===== config.mk =====
export PLATFORM = sky130hd
export DESIGN_NAME = countdown_timer_flat
export DESIGN_NICKNAME = d
export VERILOG_FILES = /design/src/rtl/countdown_pkg.sv /design/src/rtl/countdown_timer_if.sv /design/src/rtl/down_cnt_mod60.sv /design/src/rtl/countdown_timer.sv /design/src/flat_wrapper.sv
export SDC_FILE = /design/constraint.sdc
export NUM_CORES = 1
export LEC_CHECK = 0
export BUFFER_PORTS_ARGS = -buffer_cell sky130_fd_sc_hd__buf_2
export CORE_MARGIN = 4
export CORE_UTILIZATION = 45
export CTS_BUF_LIST = sky130_fd_sc_hd__clkbuf_4
export DETAILED_ROUTE_END_ITERATION = 16
export PLACE_DENSITY = 0.67
export SLEW_MARGIN = 15
export SYNTH_ARGS = -nofsm -noshare
export SYNTH_HDL_FRONTEND = slang
export SYNTH_HIERARCHICAL = 1
export SYNTH_SLANG_ARGS = --single-unit

===== constraint.sdc =====
create_clock -name clk -period 3.9 [get_ports clk]
set_clock_uncertainty 0.05 [all_clocks]
set_input_delay 0.975 -clock clk [delete_from_list [all_inputs] [get_ports clk]]
set_output_delay 0.975 -clock clk [all_outputs]
set_load 0.1 [all_outputs]

===== src/rtl/countdown_pkg.sv =====
// -----------------------------------------------------------------------------
// countdown_pkg
// Shared definitions for the mm:ss countdown timer.
//   state_t  : FSM state encoding (IDLE=0, RUN=1, PAUSED=2, EXPIRED=3)
//   SEC_W    : width of the seconds and minutes fields
//   SEC_MAX  : largest seconds value (the mod-60 wrap point)
// -----------------------------------------------------------------------------
package countdown_pkg;

  localparam int SEC_W   = 6;
  localparam int SEC_MAX = 59;

  typedef enum logic [1:0] {
    ST_IDLE    = 2'd0,
    ST_RUN     = 2'd1,
    ST_PAUSED  = 2'd2,
    ST_EXPIRED = 2'd3
  } state_t;

endpackage


===== src/rtl/countdown_timer_if.sv =====
// -----------------------------------------------------------------------------
// countdown_timer_if
// Groups the command strobes, preset value and status outputs of the
// countdown timer. clk and reset are plain ports of the timer itself.
//   tc_time_base : 1 Hz one-clock tick
//   load         : strobe, load {load_min, load_sec}
//   load_min     : preset minutes
//   load_sec     : preset seconds
//   start        : strobe, start / resume counting
//   pause        : strobe, freeze counting
//   q_seconds    : remaining seconds
//   q_minutes    : remaining minutes
//   running      : high while counting
//   expired      : one-clock pulse at 00:00
//   alarm        : held alarm indication
// Modports: master drives commands and reads status; slave is the timer.
// -----------------------------------------------------------------------------
interface countdown_timer_if;
  import countdown_pkg::*;

  logic             tc_time_base;
  logic             load;
  logic [SEC_W-1:0] load_min;
  logic [SEC_W-1:0] load_sec;
  logic             start;
  logic             pause;
  logic [SEC_W-1:0] q_seconds;
  logic [SEC_W-1:0] q_minutes;
  logic             running;
  logic             expired;
  logic             alarm;

  modport master (
    output tc_time_base, load, load_min, load_sec, start, pause,
    input  q_seconds, q_minutes, running, expired, alarm
  );

  modport slave (
    input  tc_time_base, load, load_min, load_sec, start, pause,
    output q_seconds, q_minutes, running, expired, alarm
  );

endinterface


===== src/rtl/down_cnt_mod60.sv =====
// -----------------------------------------------------------------------------
// down_cnt_mod60
// Seconds digit of the timer: a 6-bit down counter that wraps 0 -> 59.
//   clk        : system clock
//   reset      : synchronous active-high clear to 0
//   i_load     : load i_load_val (has priority over i_en)
//   i_load_val : value to load (already saturated by the caller)
//   i_en       : decrement by one this clock
//   o_cnt      : current count
//   o_borrow   : high when a decrement wraps 0 -> 59 (minutes must decrement)
// -----------------------------------------------------------------------------
module down_cnt_mod60
  import countdown_pkg::*;
(
  input  logic             clk,
  input  logic             reset,
  input  logic             i_load,
  input  logic [SEC_W-1:0] i_load_val,
  input  logic             i_en,
  output logic [SEC_W-1:0] o_cnt,
  output logic             o_borrow
);

  localparam logic [SEC_W-1:0] SEC_TOP = SEC_W'(SEC_MAX);

  logic [SEC_W-1:0] r_cnt;

  assign o_borrow = i_en && (r_cnt == '0);
  assign o_cnt    = r_cnt;

  // ---- stage p0: seconds register ----
  always_ff @(posedge clk) begin
    if (reset) begin
      r_cnt <= '0;
    end else if (i_load) begin
      r_cnt <= i_load_val;
    end else if (i_en) begin
      r_cnt <= (r_cnt == '0) ? SEC_TOP : (r_cnt - 1'b1);
    end
  end

endmodule


===== src/rtl/countdown_timer.sv =====
// -----------------------------------------------------------------------------
// countdown_timer
// mm:ss countdown timer driven by a 1 Hz time-base tick.
// Parameters:
//   MAX_MIN     : largest minutes value accepted at load (saturates above)
//   ALARM_TICKS : time-base ticks the alarm holds after expiry
// Ports:
//   clk   : system clock
//   reset : synchronous active-high reset
//   bus   : countdown_timer_if.slave (commands, preset, status outputs)
// Build option:
//   COUNTDOWN_ALARM_EN : when defined, alarm rises with expired and holds for
//                        ALARM_TICKS ticks; when undefined, alarm is tied to 0
//                        and no alarm counter exists.
// Strobe priority: reset > load > pause > start.
// -----------------------------------------------------------------------------
module countdown_timer
  import countdown_pkg::*;
#(
  parameter int MAX_MIN     = 59,
  parameter int ALARM_TICKS = 10
) (
  input logic               clk,
  input logic               reset,
  countdown_timer_if.slave  bus
);

  localparam logic [SEC_W-1:0] MIN_LIM = SEC_W'(MAX_MIN);
  localparam logic [SEC_W-1:0] SEC_LIM = SEC_W'(SEC_MAX);

  if (MAX_MIN < 0 || MAX_MIN > 63 || ALARM_TICKS < 1) begin : g_param_check
    $error("countdown_timer: MAX_MIN must be 0..63 and ALARM_TICKS >= 1");
  end

  function automatic logic [SEC_W-1:0] sat_field(input logic [SEC_W-1:0] v,
                                                 input logic [SEC_W-1:0] lim);
    return (v > lim) ? lim : v;
  endfunction

  state_t           r_state;
  state_t           w_next;
  logic [SEC_W-1:0] r_min;
  logic [SEC_W-1:0] w_sec;
  logic             w_borrow;
  logic             w_cnt_nz;
  logic             w_dec;
  logic             w_last;
  logic             w_start_ok;
  logic             r_running;
  logic             r_expired;

  assign w_cnt_nz   = (r_min != '0) || (w_sec != '0);
  // load and pause both outrank the tick; start only matters outside RUN.
  assign w_dec      = (r_state == ST_RUN) && bus.tc_time_base && !bus.load && !bus.pause;
  assign w_last     = w_dec && (r_min == '0) && (w_sec == SEC_W'(1));
  assign w_start_ok = bus.start && !bus.pause && w_cnt_nz;

  down_cnt_mod60 u_sec (
    .clk        (clk),
    .reset      (reset),
    .i_load     (bus.load),
    .i_load_val (sat_field(bus.load_sec, SEC_LIM)),
    .i_en       (w_dec),
    .o_cnt      (w_sec),
    .o_borrow   (w_borrow)
  );

  always_comb begin
    w_next = r_state;
    if (bus.load) begin
      w_next = ST_IDLE;
    end else begin
      case (r_state)
        ST_IDLE:    if (w_start_ok) w_next = ST_RUN;
        ST_RUN: begin
          if (bus.pause)   w_next = ST_PAUSED;
          else if (w_last) w_next = ST_EXPIRED;
        end
        ST_PAUSED:  if (w_start_ok) w_next = ST_RUN;
        ST_EXPIRED: w_next = ST_EXPIRED;
        default:    w_next = ST_IDLE;
      endcase
    end
  end

  // ---- stage p0: state, minutes and status registers ----
  always_ff @(posedge clk) begin
    if (reset) begin
      r_state   <= ST_IDLE;
      r_running <= 1'b0;
      r_expired <= 1'b0;
      r_min     <= '0;
    end else begin
      r_state   <= w_next;
      r_running <= (w_next == ST_RUN);
      r_expired <= w_last;
      if (bus.load) begin
        r_min <= sat_field(bus.load_min, MIN_LIM);
      end else if (w_borrow && (r_min != '0)) begin
        r_min <= r_min - 1'b1;
      end
    end
  end

  assign bus.q_seconds = w_sec;
  assign bus.q_minutes = r_min;
  assign bus.running   = r_running;
  assign bus.expired   = r_expired;

`ifdef COUNTDOWN_ALARM_EN
  localparam int ACNT_W = ($clog2(ALARM_TICKS + 1) < 1) ? 1 : $clog2(ALARM_TICKS + 1);
  localparam logic [ACNT_W-1:0] ACNT_LAST = ACNT_W'(ALARM_TICKS - 1);

  logic              r_alarm;
  logic [ACNT_W-1:0] r_acnt;

  // ---- stage p0: alarm hold counter ----
  // The tick that causes expiry is not counted; ALARM_TICKS further ticks are.
  always_ff @(posedge clk) begin
    if (reset || bus.load) begin
      r_alarm <= 1'b0;
      r_acnt  <= '0;
    end else if (w_last) begin
      r_alarm <= 1'b1;
      r_acnt  <= '0;
    end else if (r_alarm && bus.tc_time_base) begin
      if (r_acnt == ACNT_LAST) begin
        r_alarm <= 1'b0;
        r_acnt  <= '0;
      end else begin
        r_acnt  <= r_acnt + 1'b1;
      end
    end
  end

  assign bus.alarm = r_alarm;
`else
  assign bus.alarm = 1'b0;
`endif

endmodule


===== src/flat_wrapper.sv =====
// flat-port wrapper written by rule: the top's interface ports become plain ports
module countdown_timer_flat import countdown_pkg::*;
#(
  parameter int MAX_MIN     = 59,
  parameter int ALARM_TICKS = 10
)
  (clk, reset, bus_tc_time_base, bus_load, bus_load_min, bus_load_sec, bus_start, bus_pause, bus_q_seconds, bus_q_minutes, bus_running, bus_expired, bus_alarm);
  countdown_timer_if bus_i ();
  input logic clk;
  input logic reset;
  input wire logic [$bits(bus_i.tc_time_base)-1:0] bus_tc_time_base;
  input wire logic [$bits(bus_i.load)-1:0] bus_load;
  input wire logic [$bits(bus_i.load_min)-1:0] bus_load_min;
  input wire logic [$bits(bus_i.load_sec)-1:0] bus_load_sec;
  input wire logic [$bits(bus_i.start)-1:0] bus_start;
  input wire logic [$bits(bus_i.pause)-1:0] bus_pause;
  output wire logic [$bits(bus_i.q_seconds)-1:0] bus_q_seconds;
  output wire logic [$bits(bus_i.q_minutes)-1:0] bus_q_minutes;
  output wire logic [$bits(bus_i.running)-1:0] bus_running;
  output wire logic [$bits(bus_i.expired)-1:0] bus_expired;
  output wire logic [$bits(bus_i.alarm)-1:0] bus_alarm;
  assign bus_i.tc_time_base = bus_tc_time_base;
  assign bus_i.load = bus_load;
  assign bus_i.load_min = bus_load_min;
  assign bus_i.load_sec = bus_load_sec;
  assign bus_i.start = bus_start;
  assign bus_i.pause = bus_pause;
  assign bus_q_seconds = bus_i.q_seconds;
  assign bus_q_minutes = bus_i.q_minutes;
  assign bus_running = bus_i.running;
  assign bus_expired = bus_i.expired;
  assign bus_alarm = bus_i.alarm;
  countdown_timer #(.MAX_MIN(MAX_MIN), .ALARM_TICKS(ALARM_TICKS)) u_core (.clk(clk), .reset(reset), .bus(bus_i));
endmodule

==> results.json <==
{
  "status": "finished clean",
  "seq_power_share": 0.444,
  "vias_per_cell": 5.598,
  "cts_hold_buf": 0,
  "criticalPathCategory": "primary input to register",
  "ir_drop_mv": 0.1959,
  "rows": 17,
  "cts_root_buffer": "clkbuf_4",
  "drtIter0Drc": 23,
  "setup_ws_ps": 921.8,
  "insertion_delay_ps": 290,
  "start_kind": "primary input",
  "grt_max_degree": 26,
  "grt_use_total": 0.1684,
  "crit_slowest_cell": "or4b_1",
  "finalCritPeriodShare": 0.7636,
  "netlist_area_um2": 1109,
  "io_buffer_count": 31,
  "cts_setup_buffers": 0,
  "wl_per_cell_um": 13.47,
  "maxCapViolCount": 0,
  "start_util": 0.4871,
  "power.internal_uw": 246.2,
  "p_total_uw": 425.3,
  "rsz0062_at_grt": "false",
  "syn_inst": 145,
  "worstPathCellList": "buf_2 -> nor3b_1 -> and3_1 -> and2_1 -> or4b_1 -> or3_1 -> a221oi_2",
  "dp_slack_ps": 634.3,
  "period_minus_slack_ps": 2978,
  "timing.setup.tns_ps": 0,
  "slew_viol_final": 0,
  "drtPass1Iterations": 4,
  "avgSynthCellArea_um2": 7.645,
  "crit_required_ps": 4060,
  "grtUsageMet3": 0.02895,
  "synth_seq_cells": 16,
  "dieArea_um2": 3322,
  "final_cell_mix": "buf_2, nor2_1, dfxtp_1, inv_1, a21oi_1",
  "post-route-drc-count": 0,
  "combPwrFrac": 0.346,
  "clkSinkCount": 16,
  "n_antenna_cell": 0,
  "yosys_warnings": 6,
  "postLayoutCoreUtil": 0.5635,
  "vias": 1114,
  "worstPathMaxFanout": 10,
  "drive_gt1_frac": 0.2690,
  "layout_commonest_cell": "buf_2",
  "use_met2": 0.2823,
  "setup_viol": 0,
  "dieHeight_um": 57.64,
  "switching_power_uw": 179.0,
  "max_freq_mhz": 335.8,
  "place.gp.congestion": 0.8559,
  "min_path_type": "register to register",
  "p_leak_nw": 0.5490,
  "ys_seq_area_frac": 0.2889,
  "grt-ovfl-total": 0,
  "first_global_vias": 1027,
  "fillers": 229,
  "hold_violations": 0,
  "slowest_delay_ps": 460,
  "antenna_found_initial": 0,
  "cts_resized": 0,
  "dp_hpwl_um": 2046,
  "yosysUniqueCellTypes": 48,
  "die-width_um": 57.64,
  "clkPwrFrac": 0.210,
  "power_density_nw_per_um2": 331.6,
  "core_um2": 2276,
  "fin_nets": 194,
  "groute.layer.met1.usage": 0.2162,
  "h-tree-depth": 1,
  "swShare": 0.4210,
  "ant_nets": 0,
  "clk_path_buf_depth": 2,
  "cts_tree": "built",
  "routed_wl_um": 2681,
  "cp-end-kind": "register",
  "synth_nets": 167,
  "worstPathArrival_ps": 3140,
  "grt_pass1_wl_um": 4450,
  "clk_pin_slew_ps": 100,
  "io_pins": 33,
  "numCtsBuffers": 3,
  "syn_to_final_growth_pct": 15.69,
  "busiest_layer": "met2"
}
-- final timing paths --
path                                        start                                    to  slack, ps  cells after the start
min reg2reg  u_core/bus.q_minutes[5]$_SDFFE_PP0P_  u_core/bus.q_minutes[5]$_SDFFE_PP0P_        570                      2
min          u_core/bus.q_minutes[5]$_SDFFE_PP0P_  u_core/bus.q_minutes[5]$_SDFFE_PP0P_        570                      2
max                                     bus_pause  u_core/bus.q_minutes[3]$_SDFFE_PP0P_        920                      7
max reg2reg          u_core/r_state[0]$_SDFF_PP0_  u_core/bus.q_minutes[3]$_SDFFE_PP0P_       1240                      6
-- sequential cells by signal, summed over array words and instances (netlist names) --
name and count:
u_core/bus.q_minutes 6, u_core/bus.expired 1, u_core/bus.running 1, u_core/u_sec/o_cnt 6, u_core/r_state 2
-- through the flow --
step / cells / hold slack, ps / cell area (µm²)
after CTS: 199 / 558.3 / 1282
final: 199 / 574.5 / 1282
after detailed placement: 195 / 540.9 / 1256
after global routing: 199 / 621.0 / 1282
after global placement: 195 / 551.0 / 1256
after floorplan: 145 / 571.8 / 1109
-- worst max-delay path: cells and delay by family --
kind                   cells  cell delay [ps]
and+or+nand+nor            5             1820
AOI/OAI and AO/OA          1              230
buffers and inverters      1              120
-- power by group through the flow --
stage	logic, mW	registers (mW)	clock network [mW]
2_1_floorplan	0.0557	0.252	0
3_3_place_gp	0.146	0.192	0
3_5_place_dp	0.147	0.192	0
4_1_cts	0.147	0.189	0.0944
5_1_grt	0.157	0.191	0.102
6_report	0.147	0.189	0.0894
-- routing by layer --
metal,vias up,part of all wire
met1,523,0.46
met3,2,0.037
li1,572,-
met4,0,0.0063
met2,17,0.49
met5,-,0
-- cell families after synthesis --
group                    share of synthesized area
other                                     0.003383
buffers and inverters                      0.08239
AO/OA/AOI/OAI                               0.2370
adder cells (fa/ha/maj)                    0.04515
XOR/XNOR                                  0.007902
AND/OR/NAND/NOR                             0.3262
multiplexers                              0.009030
flip-flops                                  0.2889
-- cell usage after synthesis (all sizes together) --
master,count,share of area
buf,3,0.018
o311ai,1,0.0079
or2,1,0.0056
nand2,8,0.029
ha,4,0.045
or3,2,0.011
a31oi,1,0.0056
nand4bb,1,0.010
a21oi,12,0.058
nor4b,1,0.014
or4,2,0.015
nand2b,7,0.040
o31a,2,0.017
nor3,10,0.050
and2,1,0.0056
conb,1,0.0034
inv,13,0.044
nor3b,1,0.0068
nand4,3,0.017
or4b,1,0.0090
a311oi,1,0.0079
nor2b,1,0.0056
nor2,16,0.054
o41ai,2,0.023
o22ai,1,0.0056
dfxtp,16,0.29
o211ai,2,0.014
mux2i,1,0.0090
and3,2,0.011
and4b,1,0.010
o21ai,7,0.032
nor4,4,0.028
clkbuf,6,0.020
xnor2,1,0.0079
a221oi,2,0.027
nand3,1,0.0045
o21a,1,0.0068
o31ai,1,0.0068
a211oi,4,0.027
-- cell type report --
class / instances / area [µm²] / share of cell area
inverters: 13 / 48.80 / 0.03805
multi-input cells: 107 / 696.9 / 0.5434
clock inverters: 1 / 3.754 / 0.002927
flip-flops and latches: 16 / 320.3 / 0.2498
well taps: 28 / 35.03 / 0.02732
clock buffers: 3 / 22.52 / 0.01756
repair buffers: 31 / 155.1 / 0.1210
Power figures use the tool's default switching activity.
